[src/rtl/usb_bit_stuffer.sv]
// rtl/usb_bit_stuffer.sv - USB bit stuffer with optional NRZI line encoding
module usb_bit_stuffer #(
    parameter int RUN_LEN = 6,
    parameter bit NRZI_EN = 1'b1
) (
    input  logic       Usb_Stuff_Clk,
    input  logic       Usb_Stuff_Rst_N,
    input  logic       Usb_Stuff_Data_In,
    input  logic       Usb_Stuff_Valid_In,
    input  logic       Usb_Stuff_Eop_In,
    output logic       Usb_Stuff_Ready_Out,
    output logic       Usb_Stuff_Data_Out,
    output logic       Usb_Stuff_Valid_Out,
    output logic       Usb_Stuff_Flag,
    output logic [3:0] Usb_Stuff_Run_Cnt
);

    typedef enum logic [1:0] {
        ST_IDLE  = 2'd0,
        ST_SEND  = 2'd1,
        ST_STUFF = 2'd2
    } stuff_state_e;

    localparam logic [3:0] RUN_MAX = 4'(RUN_LEN);

    stuff_state_e state, state_nxt;
    logic [3:0]   run_cnt, run_cnt_nxt;
    logic [3:0]   run_inc;
    logic         stuff_eop, stuff_eop_nxt;
    logic         nrz_q, nrz_nxt;
    logic         valid_q, valid_nxt;
    logic         flag_q, flag_nxt;
    logic         last_q, last_nxt;
    logic         level_q, level_nxt;
    logic         level_base;
    logic         emit;
    logic         emit_bit;
    logic         xfer;

    assign Usb_Stuff_Ready_Out = Usb_Stuff_Rst_N && (state != ST_STUFF);
    assign xfer                = Usb_Stuff_Valid_In && Usb_Stuff_Ready_Out;
    assign run_inc             = run_cnt + 4'd1;

    always_ff @(posedge Usb_Stuff_Clk) begin
        if (!Usb_Stuff_Rst_N) begin
            state     <= ST_IDLE;
            run_cnt   <= 4'd0;
            stuff_eop <= 1'b0;
            nrz_q     <= 1'b0;
            valid_q   <= 1'b0;
            flag_q    <= 1'b0;
            last_q    <= 1'b0;
            level_q   <= 1'b1;
        end else begin
            state     <= state_nxt;
            run_cnt   <= run_cnt_nxt;
            stuff_eop <= stuff_eop_nxt;
            nrz_q     <= nrz_nxt;
            valid_q   <= valid_nxt;
            flag_q    <= flag_nxt;
            last_q    <= last_nxt;
            level_q   <= level_nxt;
        end
    end

    always_comb begin
        state_nxt     = state;
        run_cnt_nxt   = run_cnt;
        stuff_eop_nxt = stuff_eop;
        emit          = 1'b0;
        emit_bit      = 1'b0;
        flag_nxt      = 1'b0;
        last_nxt      = 1'b0;
        case (state)
            ST_STUFF: begin
                emit          = 1'b1;
                flag_nxt      = 1'b1;
                last_nxt      = stuff_eop;
                run_cnt_nxt   = 4'd0;
                stuff_eop_nxt = 1'b0;
                state_nxt     = stuff_eop ? ST_IDLE : ST_SEND;
            end
            default: begin
                if (xfer) begin
                    emit     = 1'b1;
                    emit_bit = Usb_Stuff_Data_In;
                    if (Usb_Stuff_Data_In && (run_inc == RUN_MAX)) begin
                        // Stuffing wins over EOP; the EOP is remembered for the stuff cycle
                        run_cnt_nxt   = RUN_MAX;
                        stuff_eop_nxt = Usb_Stuff_Eop_In;
                        state_nxt     = ST_STUFF;
                    end else if (Usb_Stuff_Eop_In) begin
                        run_cnt_nxt = 4'd0;
                        last_nxt    = 1'b1;
                        state_nxt   = ST_IDLE;
                    end else begin
                        run_cnt_nxt = Usb_Stuff_Data_In ? run_inc : 4'd0;
                        state_nxt   = ST_SEND;
                    end
                end
            end
        endcase
    end

    // A packet's closing bit sends the line back to J before anything new is encoded
    assign level_base = last_q ? 1'b1 : level_q;

    always_comb begin
        level_nxt = level_base;
        if (emit && !emit_bit) begin
            level_nxt = ~level_base;
        end
        valid_nxt = emit;
        nrz_nxt   = emit & emit_bit;
    end

    assign Usb_Stuff_Data_Out  = NRZI_EN ? level_q : (valid_q & nrz_q);
    assign Usb_Stuff_Valid_Out = valid_q;
    assign Usb_Stuff_Flag      = flag_q;
    assign Usb_Stuff_Run_Cnt   = run_cnt;

endmodule

[config.mk]
export PLATFORM = sky130hd
export DESIGN_NAME = usb_bit_stuffer
export DESIGN_NICKNAME = d
export VERILOG_FILES = /design/src/rtl/usb_bit_stuffer.sv
export SDC_FILE = /design/constraint.sdc
export NUM_CORES = 1
export LEC_CHECK = 0
export CORE_MARGIN = 4
export CORE_UTILIZATION = 41
export CTS_BUF_LIST = sky130_fd_sc_hd__clkbuf_2
export DETAILED_ROUTE_END_ITERATION = 8
export MAX_ROUTING_LAYER = met4
export PLACE_DENSITY = 0.78
export SLEW_MARGIN = 20
export SYNTH_ARGS = -nofsm -noshare
export SYNTH_HDL_FRONTEND = slang
export SYNTH_SLANG_ARGS = --single-unit
export TNS_END_PERCENT = 5
[constraint.sdc]
create_clock -name Usb_Stuff_Clk -period 2.39 [get_ports Usb_Stuff_Clk]
set_clock_uncertainty 0.05 [all_clocks]
set_input_delay 0.239 -clock Usb_Stuff_Clk [delete_from_list [all_inputs] [get_ports Usb_Stuff_Clk]]
set_output_delay 0.239 -clock Usb_Stuff_Clk [all_outputs]
set_load 0.01 [all_outputs]
Word level (Yosys, flattened, before mapping)
Index checks and enable logic that the tools add are counted.
{ "totals": {"reg_bits": 11, "in_bits": 5, "out_inout_bits": 8, "wordCells": 40} }
{ "op_classes": {"n_addsub": 1, "eq_ne": 3, "mux": 19, "bitwise": 2, "reduce_logical": 8} }
{ "ops": {"columns": ["operator", "n"], "rows": [
  ["2-to-1 mux 1 bit", 13],
  ["2-to-1 mux 4 bit", 3],
  ["2-to-1 mux 2 bit", 3],
  ["adder 4 x 1 -> 4 bit, second input constant", 1],
  ["equality test 4 x 3 -> 1 bit, second input constant", 1],
  ["logical AND 1 bit", 4],
  ["equality test 2 bit, second input constant", 1],
  ["inequality test 2 bit, second input constant", 1],
  ["NOT 1 bit", 2],
  ["AND reduction 2 bit", 1],
  ["nonzero test 2 bit", 1],
  ["OR reduction 2 bit", 1],
  ["logical NOT 1 bit", 1]
]} }

Logic depth before layout (Yosys ltp)
{ "logic_depth": {"ltp_word": 8, "mapped_depth": 6, "depth_no_buf": 6} }

Least setup slack after synthesis
OpenSTA, ideal clock, no wires.
{ "synth_path": {"path_kind": "reg-to-reg", "startpoint": "register run_cnt[0] (netlist: Usb_Stuff_Run_Cnt[0])", "endpoint": "register stuff_eop", "setup_ns": 0.118, "t_arrival_ns": 1.577, "t_required_ns": 2.222, "slack_ns": 0.644, "path_stages_with_launch": 6, "n_path_buf": 0, "synth_period_minus_slack_ns": 1.746, "path_cell_list": "dfxtp_1 -> ha_1 -> nand2_2 -> or4b_4 -> o32a_2 -> mux2i_1"} }
{ "synth_between": {"elab_chain_cells": 4} }
{ "synth_lines": {"columns": ["element", "line_no", "source"], "rows": [
  ["start, declared", "27", "logic [3:0] run_cnt, run_cnt_nxt;"],
  ["start signal, assigned", "56", "run_cnt <= run_cnt_nxt;"],
  ["adder 4 x 1 -> 4 bit", "42", "assign run_inc = run_cnt + 4'd1;"],
  ["equality test 4 x 3 -> 1 bit", "87", "if (Usb_Stuff_Data_In && (run_inc == RUN_MAX)) begin"],
  ["logical AND 1 bit", "87", null],
  ["AND reduction 2 bit (no source line)", null, null],
  ["end signal, assigned", "57", "stuff_eop <= stuff_eop_nxt;"],
  ["end, declared", "29", "logic stuff_eop, stuff_eop_nxt;"]
]} }
No other way between the ends.
A chain may end at the register's enable or synchronous reset.

Final worst setup path
{ "layout_path": {"startpoint": "register state[1]", "endpoint": "output port Usb_Stuff_Ready_Out"} }
{ "layout_between": {"elab_chain_cells": 2} }
{ "layout_lines": {"columns": ["element", "line_no", "source"], "rows": [
  ["start, declared", "26", "stuff_state_e state, state_nxt;"],
  ["start signal, assigned", "55", "state <= state_nxt;"],
  ["inequality test 2 bit", "40", "assign Usb_Stuff_Ready_Out = Usb_Stuff_Rst_N && (state != ST_STUFF);"],
  ["logical AND 1 bit", "40", null],
  ["end, declared", "11", "output logic Usb_Stuff_Ready_Out,"]
]} }
No other way between the ends.

==> impl_metrics.py <==
metrics = {
    "outcome": {
        "status": "finished clean",
    },
    "die": {
        "start_util_pct": 46.41,
        "die_h_um": 44.65,
        "io_pins": 13,
        "fp.dieArea_um2": 1993,
        "die_w_um": 44.65,
        "rows": 12,
        "core-area_um2": 1186,
    },
    "yosys": {
        "synth_edf_count": 0,
        "postSynthCellCount": 60,
        "postSynthRegisterBits": 11,
        "synth_area_leaders": "dfxtp_1, a21oi_1, ha_1, nand2_1, inv_1",
        "yosys_warnings": 0,
        "seq_area_frac_synth_pct": 40.00,
        "ys.flop_type": "dfxtp_1",
        "syn_area_per_cell_um2": 9.175,
        "syn_area_um2": 550.5,
        "syn_nets": 67,
        "ys_types": 29,
        "yosys.area.top_type": "dfxtp_1",
        "ys_async_sr_fraction_pct": 0,
        "yosysTopAreaCellShare_pct": 40.00,
    },
    "clocking": {
        "cts_hold_buffers": 0,
        "cts-root-buf": "clkbuf_2",
        "h-tree-depth": 1,
        "cts_num_sinks": 11,
        "ctsResizeCount": 0,
        "cts_buffer_depth": 2,
        "cts_tree": "done",
        "clk_pin_slew_ns": 0.11,
        "cts_setup_buffers": 0,
        "cts_made_buffers": 3,
        "clk_latency_ns": 0.26,
    },
    "worst_setup_path": {
        "cpLargestDelayFamily": "buffers and inverters",
        "crit_path_end_kind": "output pin",
        "crit_type": "reg -> out",
        "path_cells": "nor2b_1 -> nand2b_1 -> inv_1 -> clkdlybuf4s50_1",
        "slowest_delay_ns": 0.52,
        "worst-path-max-fanout": 6,
        "worstPathArrival_ns": 1.76,
        "start_kind": "flop",
        "cp.required_ns": 2.10,
        "crit_buf_inv": 2,
        "critPathSlowestCell": "clkdlybuf4s50_1",
    },
    "place": {
        "numPortBuffers": 12,
        "placed_cells": 86,
        "dp_hpwl_um": 864.1,
        "gp_congestion": 0.7963,
    },
    "drt": {
        "first_iter_violations": 18,
        "wl_per_cell_um": 12.86,
        "postRouteAntennaNets": 0,
        "viasPerCell": 5.367,
        "drc": 0,
        "firstDrtPassIters": 4,
        "vias": 483,
        "routed_wl_um": 1157,
    },
    "global_routing": {
        "antenna_found_initial": 0,
        "grt_pass1_vias": 456,
        "overflow": 0,
        "grt_pass1_wl_um": 1952,
        "track_usage_pct": 13.88,
        "grt_max_degree": 9,
    },
    "timing": {
        "timing.fmax_mhz": 487.6,
        "worstMarginPinSlew_ns": 0.4759,
        "drv_slew": 0,
        "fin_crit_ns": 2.051,
        "setup_viol": 0,
        "rsz0062_at_grt": "no",
        "period_share_pct": 85.82,
        "hold_viol_final": 0,
        "holdWs_ns": 0.4391,
        "timing.slew.headroom_pct": 67.77,
        "tns_ns": 0,
    },
    "finish": {
        "syn2layout_area_growth_pct": 28.64,
        "layoutNonFillerInstCount": 90,
        "antenna_cells": 0,
        "drive_gt1_share_pct": 14.47,
        "nNetsFinal": 84,
        "final_common_cell": "clkdlybuf4s50_1",
        "layout_common_cells": "clkdlybuf4s50_1, dfxtp_1, a21oi_1, nand2_1, inv_1",
    },
    "run": {
        "max_cap_violations": 0,
    },
    "worst_hold_path": {
        "min_path_type": "reg -> reg",
    },
    "power_and_ir_drop": {
        "vdd_drop_max_mv": 0.3274,
        "static-leakage-power_nw": 0.2838,
        "finalPower_uw": 344.5,
        "pwr_density_cell_nw_per_um2": 486.5,
    },
}
[Yosys cell counts, types with 2 or more instances]
cell and count:
a21oi_1 7, dfxtp_1 11, ha_1 2, inv_1 5, nand2_1 6, nor2_1 2
nor2b_1 3, nor4_1 2, o21a_1 2
[worst paths after layout]
kind | endpoint | slack (ns) | from | cells past startpoint
worst max-delay path | Usb_Stuff_Ready_Out | 0.34 | state[1] | 4
worst min-delay path | stuff_eop | 0.44 | stuff_eop | 2
worst max register to register | state[1] | 0.56 | Usb_Stuff_Run_Cnt[0] | 5
worst min register to register | stuff_eop | 0.44 | stuff_eop | 2
[area by class of cell]
cell class	count	area, um2
clock buffers	4	20.02
fillers	107	478.0
inverters	5	18.77
multi-input cells	44	311.5
flip-flops and latches	11	220.2
well taps	14	17.52
repair buffers	12	120.1
[tightest hold or removal path, cell delays in order (launching register included)]
cell     delay, ns
dfxtp_1       0.34
nand2_1       0.06
mux2i_1       0.06
[flip-flops by register name (all words and copies together) (netlist names)]
name,cells
Usb_Stuff_Valid_Out,1
state,2
Usb_Stuff_Flag,1
last_q,1
stuff_eop,1
Usb_Stuff_Run_Cnt,4
Usb_Stuff_Data_Out,1
[power by group]
group	switching (mW)	leakage [nW]	internal (mW)
Sequential	0.00462	0.0897	0.189
Combinational	0.0218	0.177	0.0235
Clock	0.0614	0.0166	0.0444
Total	0.0878	0.284	0.257
[routing by layer]
metal / part of all wire [%] / global-route usage [%] / vias up
met3: 6.9 / 6.504 / 2
met4: 0.69 / 3.614 / 0
met1: 47 / 17.19 / 221
li1: - / - / 247
met5: 0 / - / -
met2: 45 / 20.06 / 13
[stage by stage]
step                      area, um2  utilization (%)  setup WS (ns)
final                         708.2            59.70         0.3389
after global routing          708.2            59.70         0.1495
after CTS                     708.2            59.70         0.3081
after detailed placement      688.2            58.02         0.3956
after global placement        688.2            58.02         0.3684
after floorplan               550.5                -         0.6445
[cell families after synthesis]
family	synth area share (%)
compound gates	22.50
mux	1.818
flops	40.00
buf+inv	3.409
xor+xnor	1.591
simple gates	26.14
fa+ha+maj	4.545
(Power assumes the default switching activity.)
